==> src/rtl/vga_timing_gen.sv <==
// VGA raster timing generator: pixel-enabled h/v counters, sync/blank, line/frame strobes, frame count.
// Define VGA_TIMING_OUT_PIPE_EN to delay hsync/vsync/display_on by one extra register stage.
module vga_timing_gen #(
  parameter int H_DISPLAY  = 640,
  parameter int H_FRONT    = 16,
  parameter int H_SYNC     = 96,
  parameter int H_BACK     = 48,
  parameter int V_DISPLAY  = 480,
  parameter int V_FRONT    = 10,
  parameter int V_SYNC     = 2,
  parameter int V_BACK     = 33,
  parameter int H_SYNC_POL = 0,
  parameter int V_SYNC_POL = 0
) (
  input  logic       clk,
  input  logic       reset,
  input  logic       pix_en,
  output logic       hsync,
  output logic       vsync,
  output logic       display_on,
  output logic [9:0] hpos,
  output logic [9:0] vpos,
  output logic       line_end,
  output logic       frame_end,
  output logic [7:0] frame_count
);

  localparam int H_TOTAL = H_DISPLAY + H_FRONT + H_SYNC + H_BACK;
  localparam int V_TOTAL = V_DISPLAY + V_FRONT + V_SYNC + V_BACK;

  if (H_TOTAL > 1024 || V_TOTAL > 1024) begin : g_total_check
    $error("vga_timing_gen: H_TOTAL and V_TOTAL must not exceed 1024");
  end

  localparam logic [9:0]  H_LAST   = 10'(H_TOTAL - 1);
  localparam logic [9:0]  V_LAST   = 10'(V_TOTAL - 1);
  // 11-bit bounds so a 1024-pixel visible region still compares correctly
  localparam logic [10:0] H_VIS    = 11'(H_DISPLAY);
  localparam logic [10:0] H_SS     = 11'(H_DISPLAY + H_FRONT);
  localparam logic [10:0] H_SE     = 11'(H_DISPLAY + H_FRONT + H_SYNC - 1);
  localparam logic [10:0] V_VIS    = 11'(V_DISPLAY);
  localparam logic [10:0] V_SS     = 11'(V_DISPLAY + V_FRONT);
  localparam logic [10:0] V_SE     = 11'(V_DISPLAY + V_FRONT + V_SYNC - 1);
  localparam logic        H_ACTIVE = 1'(H_SYNC_POL);
  localparam logic        V_ACTIVE = 1'(V_SYNC_POL);

  logic [9:0] hpos_q, hpos_d;
  logic [9:0] vpos_q, vpos_d;
  logic [7:0] frame_count_q, frame_count_d;
  logic       hsync_q, hsync_d;
  logic       vsync_q, vsync_d;
  logic       display_on_q, display_on_d;
  logic       h_wrap, v_wrap;
  logic [10:0] h_ext, v_ext;

  assign h_wrap = (hpos_q == H_LAST);
  assign v_wrap = (vpos_q == V_LAST);

  always_comb begin
    hpos_d        = hpos_q;
    vpos_d        = vpos_q;
    frame_count_d = frame_count_q;
    if (pix_en) begin
      if (h_wrap) begin
        hpos_d = '0;
        if (v_wrap) begin
          vpos_d        = '0;
          frame_count_d = frame_count_q + 8'd1;
        end else begin
          vpos_d = vpos_q + 10'd1;
        end
      end else begin
        hpos_d = hpos_q + 10'd1;
      end
    end
  end

  // Decode from the next-state counters so the registered flags line up with hpos/vpos.
  always_comb begin
    h_ext        = {1'b0, hpos_d};
    v_ext        = {1'b0, vpos_d};
    hsync_d      = (h_ext >= H_SS && h_ext <= H_SE) ? H_ACTIVE : ~H_ACTIVE;
    vsync_d      = (v_ext >= V_SS && v_ext <= V_SE) ? V_ACTIVE : ~V_ACTIVE;
    display_on_d = (h_ext < H_VIS) && (v_ext < V_VIS);
  end

  always_ff @(posedge clk) begin
    if (reset) begin
      hpos_q        <= '0;
      vpos_q        <= '0;
      frame_count_q <= '0;
      hsync_q       <= ~H_ACTIVE;
      vsync_q       <= ~V_ACTIVE;
      display_on_q  <= 1'b1;
    end else begin
      hpos_q        <= hpos_d;
      vpos_q        <= vpos_d;
      frame_count_q <= frame_count_d;
      hsync_q       <= hsync_d;
      vsync_q       <= vsync_d;
      display_on_q  <= display_on_d;
    end
  end

`ifdef VGA_TIMING_OUT_PIPE_EN
  logic hsync_p_q, vsync_p_q, display_on_p_q;

  always_ff @(posedge clk) begin
    if (reset) begin
      hsync_p_q      <= ~H_ACTIVE;
      vsync_p_q      <= ~V_ACTIVE;
      display_on_p_q <= 1'b1;
    end else begin
      hsync_p_q      <= hsync_q;
      vsync_p_q      <= vsync_q;
      display_on_p_q <= display_on_q;
    end
  end

  assign hsync      = hsync_p_q;
  assign vsync      = vsync_p_q;
  assign display_on = display_on_p_q;
`else
  assign hsync      = hsync_q;
  assign vsync      = vsync_q;
  assign display_on = display_on_q;
`endif

  assign hpos        = hpos_q;
  assign vpos        = vpos_q;
  assign frame_count = frame_count_q;
  assign line_end    = pix_en & h_wrap;
  assign frame_end   = pix_en & h_wrap & v_wrap;

endmodule

==> config.mk <==
export PLATFORM = sky130hd
export DESIGN_NAME = vga_timing_gen
export DESIGN_NICKNAME = d
export VERILOG_FILES = /design/src/rtl/vga_timing_gen.sv
export SDC_FILE = /design/constraint.sdc
export NUM_CORES = 1
export LEC_CHECK = 0
export BUFFER_PORTS_ARGS = -buffer_cell sky130_fd_sc_hd__buf_2
export CAP_MARGIN = 20
export CORE_MARGIN = 2
export CORE_UTILIZATION = 40
export CTS_BUF_LIST = sky130_fd_sc_hd__clkbuf_4 sky130_fd_sc_hd__clkbuf_8
export DETAILED_ROUTE_END_ITERATION = 7
export PLACE_DENSITY = 0.68
export SYNTH_ARGS = -nofsm -noshare
export SYNTH_HDL_FRONTEND = slang
export SYNTH_SLANG_ARGS = --single-unit
==> constraint.sdc <==
create_clock -name clk -period 7.6 [get_ports clk]
set_clock_uncertainty 0.1 [all_clocks]
set_input_delay 1.52 -clock clk [delete_from_list [all_inputs] [get_ports clk]]
set_output_delay 1.52 -clock clk [all_outputs]
set_load 0.02 [all_outputs]
==> qor.yml <==
status:
  status: "finished, final reports clean"
synthesis:
  yosysSeqAreaShare_pct: 38.5
  synth_async_sr_flop_share_pct: 0
  synth_warnings: 0
  ys_ff_latch: 31
  synth_top_area_share_pct: 38.5
  syn_area_um2: 1610
  synth_area_leaders: "dfxtp_1 39%, nor2_1 4.0%, xnor2_1 3.8%"
  synth_area_per_cell_um2: 8.66
  synth_edf_count: 0
  synth_ff_type: "dfxtp_1"
  synthesis.nets: 193
  synth.most_common_cell: "dfxtp_1"
  synthDistinctLibCells: 48
  syn_inst: 186
  yosys.area.top_type: "dfxtp_1"
  synth_commonest_cells: "31 x dfxtp_1, 17 x nor2_1, 11 x nand2_1"
timing:
  tightest_slew_ps: 549
  slew_headroom_pct: 63.4
  min_period_over_period_pct: 65.9
  finalHoldViolCount: 0
  whs_ps: 433
  setup_viol: 0
  rsz0062_at_grt: "false"
  finalCriticalPeriod_ps: 5010
  fin_tns_setup_ps: 0
  drv_slew: 0
  max_freq_mhz: 200
layout:
  nets: 223
  drive_gt1_share_pct: 22.6
  synthToLayoutAreaGrowth_pct: 18.4
  n_antenna_cell: 0
floorplanning:
  rows: 23
  dieArea_um2: 4550
  start_util_pct: 40.9
  die_w_um: 67.5
  core_area_um2: 3940
  die_h_um: 67.5
  num_io_pins: 36
cts:
  tritoncts: "yes"
  clk_pin_slew_ps: 60
  post-cts-setup-buffers: 0
  h-tree-depth: 2
  clock-sinks: 31
  clk_latency_ps: 280
  clockRootBuffer: "clkbuf_8"
  post_cts_resized: 0
  cts_buffer_depth: 2
  cts_buffers: 5
  hold_buffers: 0
pwr:
  power_frac_comb_pct: 2.7
  netSwitchingPower_mw: 0.0701
  p_int_mw: 0.272
  power.total_mw: 0.342
  pwr-share-seq_pct: 48.2
  p_leak_nw: 0.723
  powerDensity_nw_per_um2: 179
  clkPwrFrac_pct: 49.1
  peakVddDrop_mv: 0.0724
  switching_share_pct: 20.5
critical_path:
  reg2reg_depth: 6
  timing.rr.end: "vsync"
  cp-endpoint: "line_end"
  cp_common_cell: "buf_2"
  crit_start: "pix_en"
  r2r_start: "hpos[0]"
  slowest_stage: "or4b_1"
  critPathRequiredTime_ps: 5980
  startpoint_type: "input port"
  worstPathArrival_ps: 3390
  path_cells: "buf_2 -> nand4_4 -> or4b_1 -> inv_1 -> buf_2"
  crit_fanout: 20
  critPathKind: "in -> out"
  slowest_delay_ps: 810
  rrSetupSlack_ps: 4690
  end_kind: "primary output"
routing:
  viasPerCell: 5.54
  firstDrtPassIters: 5
  wl_um: 3500
  wl_per_cell_um: 13.1
  drc: 0
  dr.first_iter.drc_count: 60
  ant_nets: 0
  via_count: 1478
global_routing:
  grt_pass1_wl_um: 5540
  grt_pass1_vias: 1197
  grt_usage_pct: 16.0
  grt_max_degree: 30
  antenna_found_initial: 0
  grt-ovfl-total: 0
worst_hold_path:
  hold_path_class: "reg -> reg"
placement:
  dpl.hpwl_um: 2470
  portBuffers: 35
  gp_congestion: 0.781
job:
  cap_violations: 0
[logic make-up (layout without fill, tap and decap cells)]
family          after synthesis  count (layout)  synth area share (%)
simple gates                 82              82                  30.0
compound gates               36              36                  14.8
flops                        31              31                  38.5
buf+inv                      17              48                  4.81
xor+xnor                     14              14                  7.61
fa+ha+maj                     4               4                  3.11
mux                           2               2                  1.24
[flip-flops by register name (all words and copies together) (netlist names)]
name	cells
display_on	1
hsync	1
frame_count	8
vpos	10
hpos	10
vsync	1
[placed cells by master, fill, tap and decap left out, types with 2 or more instances in the layout]
master and instances:
a211oi_1 6, a21oi_1 10, a31oi_1 2, and4_1 4, buf_2 35, clkbuf_8 6
dfxtp_1 31, ha_1 4, inv_1 5, mux2i_1 2, nand2_1 11, nand2b_1 2
nand3_1 7, nand4_1 7, nand4b_1 3, nor2_1 17, nor2b_1 2, nor3_1 9
nor3b_1 2, nor4_1 4, o21ai_0 8, o31a_1 2, or3_1 2, xnor2_1 7
xor2_1 7
[layer usage]
layer,track usage (%),wire length (um),vias to the layer above,share of wire (%)
met2,24.0,1560,51,45
met1,21.7,1670,673,48
met3,4.83,232,6,6.6
met4,5.10,40,0,1.1
met5,0,0,-,0
li1,-,-,748,-
[through the flow]
step	setup WS [ps]	util [%]	std cells	instance area, um2
finish	2590	48.4	267	1910
global route	2470	48.4	267	1910
CTS	2580	48.4	267	1910
detailed placement	2580	45.4	259	1790
global placement	2590	45.4	259	1790
floorplan	3130	-	186	1610
[power by group through the flow]
stage | sequential [mW] | clock (mW) | combinational (mW)
floorplan | 0.170 | 0 | 0.00556
global placement | 0.169 | 0 | 0.00902
detailed placement | 0.169 | 0 | 0.00928
CTS | 0.165 | 0.171 | 0.00930
global route | 0.165 | 0.179 | 0.0102
finish | 0.165 | 0.168 | 0.00914
[worst max-delay path: cells and delay by family]
kind	cells	cell delay [ps]
AND/OR/NAND/NOR	2	950
buffers and inverters	3	920
[cell type report]
cell class                      count  area, um2
Fill cell                         388       2030
Multi-Input combinational cell    138        913
Sequential cell                    31        621
Timing Repair Buffer               35        175
Clock buffer                        6       82.6
Tap cell                           50       62.6
Clock inverter                      2       35.0
Inverter                            5       18.8
[worst min-delay path by stage]
stage,from,endpoint,slack [ps],cells after the start
floorplan,vpos[8],vpos[8],490,2
global placement,frame_count[7],frame_count[7],400,2
detailed placement,frame_count[7],frame_count[7],410,2
CTS,frame_count[7],frame_count[7],430,2
global route,frame_count[7],frame_count[7],480,2
finish,frame_count[7],frame_count[7],430,2
(Power assumes the default switching activity.)
